### src/rtl/shift_reg_univ.sv
// rtl/shift_reg_univ.sv - universal shift register with frame counting and frame-latched parallel output
//
// Purpose:
//   WIDTH-bit shift register supporting hold, shift up, shift down and
//   parallel load.  Every WIDTH shifts (in either direction, mixed freely)
//   form a frame; on the shift that completes a frame the post-shift
//   register value is captured into PDOUT and FRAME_VALID pulses for one cycle.
//
// Ports:
//   CLK          in   1      rising-edge clock
//   RST          in   1      asynchronous active-low reset
//   EN           in   1      clock enable (all registered state holds when low)
//   CLR          in   1      synchronous clear, takes priority over EN
//   MODE         in   2      00 hold, 01 shift up, 10 shift down, 11 parallel load
//   SIN_LO       in   1      serial input into bit 0 on shift up
//   SIN_HI       in   1      serial input into bit WIDTH-1 on shift down
//   PIN          in   WIDTH  parallel load data
//   Q            out  WIDTH  live register contents
//   SOUT_HI      out  1      Q[WIDTH-1]
//   SOUT_LO      out  1      Q[0]
//   PDOUT        out  WIDTH  copy of Q captured at each frame completion
//   FRAME_VALID  out  1      one-cycle pulse on frame completion
//   BIT_CNT      out  CW     shifts taken in the current frame

module shift_reg_univ #(
    parameter int               WIDTH   = 4,
    parameter logic [WIDTH-1:0] RST_VAL = '0,
    localparam int              CW      = $clog2(WIDTH) + 1
) (
    input  logic             CLK,
    input  logic             RST,
    input  logic             EN,
    input  logic             CLR,
    input  logic [1:0]       MODE,
    input  logic             SIN_LO,
    input  logic             SIN_HI,
    input  logic [WIDTH-1:0] PIN,
    output logic [WIDTH-1:0] Q,
    output logic             SOUT_HI,
    output logic             SOUT_LO,
    output logic [WIDTH-1:0] PDOUT,
    output logic             FRAME_VALID,
    output logic [CW-1:0]    BIT_CNT
);

    localparam logic [1:0]    MODE_HOLD = 2'b00;
    localparam logic [1:0]    MODE_UP   = 2'b01;
    localparam logic [1:0]    MODE_DOWN = 2'b10;
    localparam logic [1:0]    MODE_LOAD = 2'b11;
    localparam logic [CW-1:0] CNT_LAST  = CW'(WIDTH - 1);

    logic [WIDTH-1:0] r_q;
    logic [WIDTH-1:0] r_pdout;
    logic             r_frame_valid;
    logic [CW-1:0]    r_bit_cnt;

    logic [WIDTH-1:0] w_shift_up;
    logic [WIDTH-1:0] w_shift_down;
    logic [WIDTH-1:0] w_shifted;
    logic             w_frame_done;

    assign w_shift_up   = {r_q[WIDTH-2:0], SIN_LO};
    assign w_shift_down = {SIN_HI, r_q[WIDTH-1:1]};

    // Only meaningful when MODE is a shift; bit 0 picks the direction.
    assign w_shifted    = MODE[0] ? w_shift_up : w_shift_down;

    // The shift taken at count WIDTH-1 is the last bit of the frame.
    assign w_frame_done = (r_bit_cnt == CNT_LAST);

    always_ff @(posedge CLK or negedge RST) begin
        if (!RST) begin
            r_q           <= RST_VAL;
            r_pdout       <= '0;
            r_bit_cnt     <= '0;
            r_frame_valid <= 1'b0;
        end else if (CLR) begin
            r_q           <= RST_VAL;
            r_pdout       <= '0;
            r_bit_cnt     <= '0;
            r_frame_valid <= 1'b0;
        end else if (!EN) begin
            // MODE is not looked at here, so X/Z on it is harmless while disabled.
            r_frame_valid <= 1'b0;
        end else begin
            case (MODE)
                MODE_UP, MODE_DOWN: begin
                    r_q <= w_shifted;
                    if (w_frame_done) begin
                        // Q and PDOUT take the same post-shift value on this edge.
                        r_bit_cnt     <= '0;
                        r_pdout       <= w_shifted;
                        r_frame_valid <= 1'b1;
                    end else begin
                        r_bit_cnt     <= r_bit_cnt + CW'(1);
                        r_frame_valid <= 1'b0;
                    end
                end
                MODE_LOAD: begin
                    // A load restarts framing but keeps the last completed frame.
                    r_q           <= PIN;
                    r_bit_cnt     <= '0;
                    r_frame_valid <= 1'b0;
                end
                MODE_HOLD: begin
                    r_frame_valid <= 1'b0;
                end
                default: begin
                    r_frame_valid <= 1'b0;
                end
            endcase
        end
    end

    assign Q           = r_q;
    assign SOUT_HI     = r_q[WIDTH-1];
    assign SOUT_LO     = r_q[0];
    assign PDOUT       = r_pdout;
    assign FRAME_VALID = r_frame_valid;
    assign BIT_CNT     = r_bit_cnt;

endmodule

### config.mk
export PLATFORM = sky130hd
export DESIGN_NAME = shift_reg_univ
export DESIGN_NICKNAME = d
export VERILOG_FILES = /design/src/rtl/shift_reg_univ.sv
export SDC_FILE = /design/constraint.sdc
export NUM_CORES = 1
export LEC_CHECK = 0
export CAP_MARGIN = 40
export CORE_MARGIN = 4
export CORE_UTILIZATION = 43
export CTS_CLUSTER_SIZE = 24
export DETAILED_ROUTE_END_ITERATION = 10
export DONT_BUFFER_PORTS = 1
export SYNTH_ARGS = -nofsm -noshare
export SYNTH_HDL_FRONTEND = slang
export SYNTH_SLANG_ARGS = --single-unit
### constraint.sdc
create_clock -name CLK -period 3.5 [get_ports CLK]
set_clock_uncertainty 0.1 [all_clocks]
set_input_delay 0.35 -clock CLK [delete_from_list [all_inputs] [get_ports CLK]]
set_output_delay 0.35 -clock CLK [all_outputs]
set_load 0.03 [all_outputs]
Yosys cells after proc, flatten, opt, wreduce, memory -nomap -nowiden
Cells that the tools add are included.

Register bits: 12. Bits in latches: 0. RAM bits: 0. Bits in read-only memories: 0. Bits of input ports: 12. Output and inout port bits: 14. Logic and storage cells: 34. Memories kept: 0.

$add $sub $neg: 1. $mul: 0. Div/mod/pow operators: 0. $lt $le $gt $ge: 0. Equality and inequality tests: 4. Shifts and indexed selects: 0. Muxes and demuxes: 16. Bitwise logic cells: 0. Reduce and logical (&&, ||, !) cells: 9.

Operators with widths (count): $mux 4 (7); $mux 3 (3); $pmux 4 s2 (1); $pmux 3 s2 (1); $reduce_bool 2->1 (3); $eq 2x2->1 const B (2); $reduce_or 2->1 (2); $add 3x1->3 const B (1); $eq 3x2->1 const B (1); $mux 1 (3); $reduce_and 3->1 (1); $reduce_bool 3->1 (1); $eq 2x1->1 const B (1); $logic_not 2->1 (1); $pmux 1 s2 (1); $reduce_and 2->1 (1).

Logic depth before layout (Yosys ltp)
Depth in word-level cells: 5. Depth in mapped cells: 5. Mapped depth without buffers: 4.

Worst setup path before layout
OpenSTA, ideal clock, no wires.

Path kind: register to register. From: register r_bit_cnt[0], in the netlist BIT_CNT[0]. To: register r_pdout[0], in the netlist PDOUT[0]. Library setup time: 0.133 ns. Arrival time: 1.308 ns. Required time: 3.267 ns. Setup slack: 1.959 ns. Stages on the path, launching flop included: 6. Buffers on the path: 1. Clock period less this slack: 1.541 ns. Path through: dfrtp_1 -> ha_1 -> and4b_1 -> buf_2 -> mux2i_1 -> nor2_1.

Word-level cells in the longest chain between the ends: 3.

RTL lines: start, declared (line 55) `logic [CW-1:0] r_bit_cnt;`; start signal, assigned (line 95) `r_bit_cnt <= r_bit_cnt + CW'(1);`; $eq 3x2->1 (line 69) `assign w_frame_done = (r_bit_cnt == CNT_LAST);`; $reduce_bool 2->1 (no source line); $reduce_and 3->1 (no source line); end signal, assigned (line 92) `r_pdout <= w_shifted;`; end, declared (line 53) `logic [WIDTH-1:0] r_pdout;`.

No other way between the ends. A chain may end at the register's enable or synchronous reset.

Final worst setup path
From: register r_bit_cnt[1], in the netlist BIT_CNT[1]. To: register r_pdout[0], in the netlist PDOUT[0].

The elaborated chain is that of the path after synthesis.

==> results.cfg <==
[pwr]
p_sw_uw = 71.7
comb_power_share = 0.104
p_total_uw = 266
seqPwrFrac = 0.591
p_per_area_nw_per_um2 = 400
irDropWorstVdd_mv = 0.176
p_int_uw = 194
swShare = 0.270
clockPowerShare = 0.305
p_leak_nw = 0.292

[routing]
detail-route-antenna-nets = 0
drtPass1Iterations = 4
viasPerCell = 6.08
dr.first_iter.drc_count = 4
wl_um = 1300
vias = 450
wire_per_inst_um = 17.6
post-route-drc-count = 0

[worst_setup_path]
path_max_fanout = 6
cp-start-kind = register
critPathRequiredTime_ns = 3.55
cp_slowest_stage_delay_ns = 0.55
cp-end-kind = register
cpMaxStageDelayCell = dfrtp_1
path_cells = ha_1, and4b_1, mux2i_1, nor2_1
crit_family = flip-flops
arrival_ns = 1.72
criticalPathCategory = reg2reg
critPathBufInv = 0

[yosys]
async_flop_share = 1.00
ys_types = 24
syn_area_per_cell_um2 = 10.7
netlist_area_um2 = 642
ys_seq_elements = 12
synth-edff-count = 0
syn_inst = 60
synth_ff_type = dfrtp_1
yosysWarnings = 0
syn_nets = 74
seq_area_frac_synth = 0.468

[placement]
dp_hpwl_um = 1000
io_buffers = 0
pre_cts_ws_ns = 1.84
placed_cell_area_um2 = 632
place.gp.congestion = 0.713

[cells_and_area]
nNetsFinal = 75
antennaDiodeCount = 0
design_area_um2 = 664
layout_commonest_cell = dfrtp_1
layout-drive-gt1-share = 0.153
area_delta_synth_final_pct = 3.51
fill_cells = 131
most-common-layout-cells = dfrtp_1 (12), nor2_1 (5), mux2_2 (4), nand2_1 (4), mux2i_1 (4)

[clock_tree]
cts_sinks = 12
clockBufferDepth = 2
postCtsSetupBuffers = 0
insertion_delay_ns = 0.26
htree_levels = 1
cts_tree = built
cts_buffers = 3
cts.clk_slew.worst_paths_ns = 0.07
cts_root_buffer = clkbuf_4

[grt]
grt_antenna_before_repair = 0
grt_usage = 0.143
grt_pass1_wl_um = 2060
grt_overflow_total = 0
grt_pass1_vias = 417
grt_start_max_net_pins = 13

[floorplanning]
ios = 26
core_um2 = 1350
die_w_um = 46.6
die_area_um2 = 2170
die_y_um = 46.6
num_rows = 13
initial_core_util = 0.475

[sta]
finalSetupViolCount = 0
hold_viol = 0
period_needed_ns = 1.67
worst_pin_slew_ns = 0.607
rsz0062_at_grt = no
fin_ws_ns = 1.83
fin_crit_sh = 0.478
fmax_mhz = 598
tns_ns = 0
slew_violations = 0
slew_headroom = 0.596

[hold_path]
hp-class = in2reg

[flow_run]
drv_cap = 0

[run_status]
status = finished clean
-- synth_stat cells, drive strengths merged, types with 2 or more instances --
cell      n  share of area
dfrtp    12           0.47
nor2      5          0.029
buf       4          0.039
mux2      4          0.070
mux2i     4          0.062
nand2     4          0.023
a21oi     3          0.023
inv       3          0.018
nand2b    3          0.029
o211ai    3          0.035
a2111oi   2          0.047
ha        2          0.039
o21ai     2          0.016
-- worst paths after layout --
check / startpoint / cells after the start / slack (ns) / end
min in group asynchronous: RST / 1 / 0.40 / Q[3]
max reg2reg: BIT_CNT[1] / 4 / 1.83 / PDOUT[0]
max in group asynchronous: RST / 1 / 2.55 / PDOUT[2]
max: BIT_CNT[1] / 4 / 1.83 / PDOUT[0]
min reg2reg: Q[2] / 2 / 0.61 / Q[2]
min: CLR / 1 / 0.04 / Q[2]
-- per-stage QoR --
step                      utilization  hold WS (ns)  instances
final                           0.492        0.0426         74
after global routing            0.492        0.0181         74
after CTS                       0.492        0.0317         74
after detailed placement        0.468       -0.0453         70
after global placement          0.468       -0.0453         70
after floorplan                     -       -0.0456         60
-- registers in the layout, indices dropped and copies added (netlist names) --
name         flops
BIT_CNT          3
FRAME_VALID      1
PDOUT            4
Q                4
-- repair_timing --
action	in CTS	in global routing
hold buffers	1	0
resized for setup	0	0
endpoints found under the hold margin	12	0
-- per-layer routing --
| layer | wire [um] | GRT usage |
|---|---|---|
| met5 | 0 | 0 |
| met4 | 10 | 0.0829 |
| met3 | 198 | 0.0664 |
| met2 | 539 | 0.203 |
| met1 | 554 | 0.174 |
-- area by class of cell --
class                   count  area [um2]  area share
repair buffers              1        10.0      0.0151
flip-flops and latches     12         300       0.452
inverters                   3        11.3      0.0169
multi-input cells          40         302       0.454
clock buffers               3        22.5      0.0339
well taps                  15        18.8      0.0282
-- power groups by stage --
stage / Combinational, mW / Sequential [mW] / Clock [mW]
after floorplan: 0.0269 / 0.156 / 0
after global placement: 0.0242 / 0.160 / 0
after detailed placement: 0.0244 / 0.160 / 0
after CTS: 0.0280 / 0.157 / 0.0850
after global routing: 0.0319 / 0.158 / 0.0939
final: 0.0276 / 0.157 / 0.0810
-- kinds of logic after synthesis --
family          after synthesis  synth area share
mux                           8             0.133
flops                        12             0.468
fa+ha+maj                     2            0.0390
compound gates               14             0.172
buf+inv                       8            0.0624
simple gates                 16             0.127
Note: power is estimated with default switching activity, not from simulation.
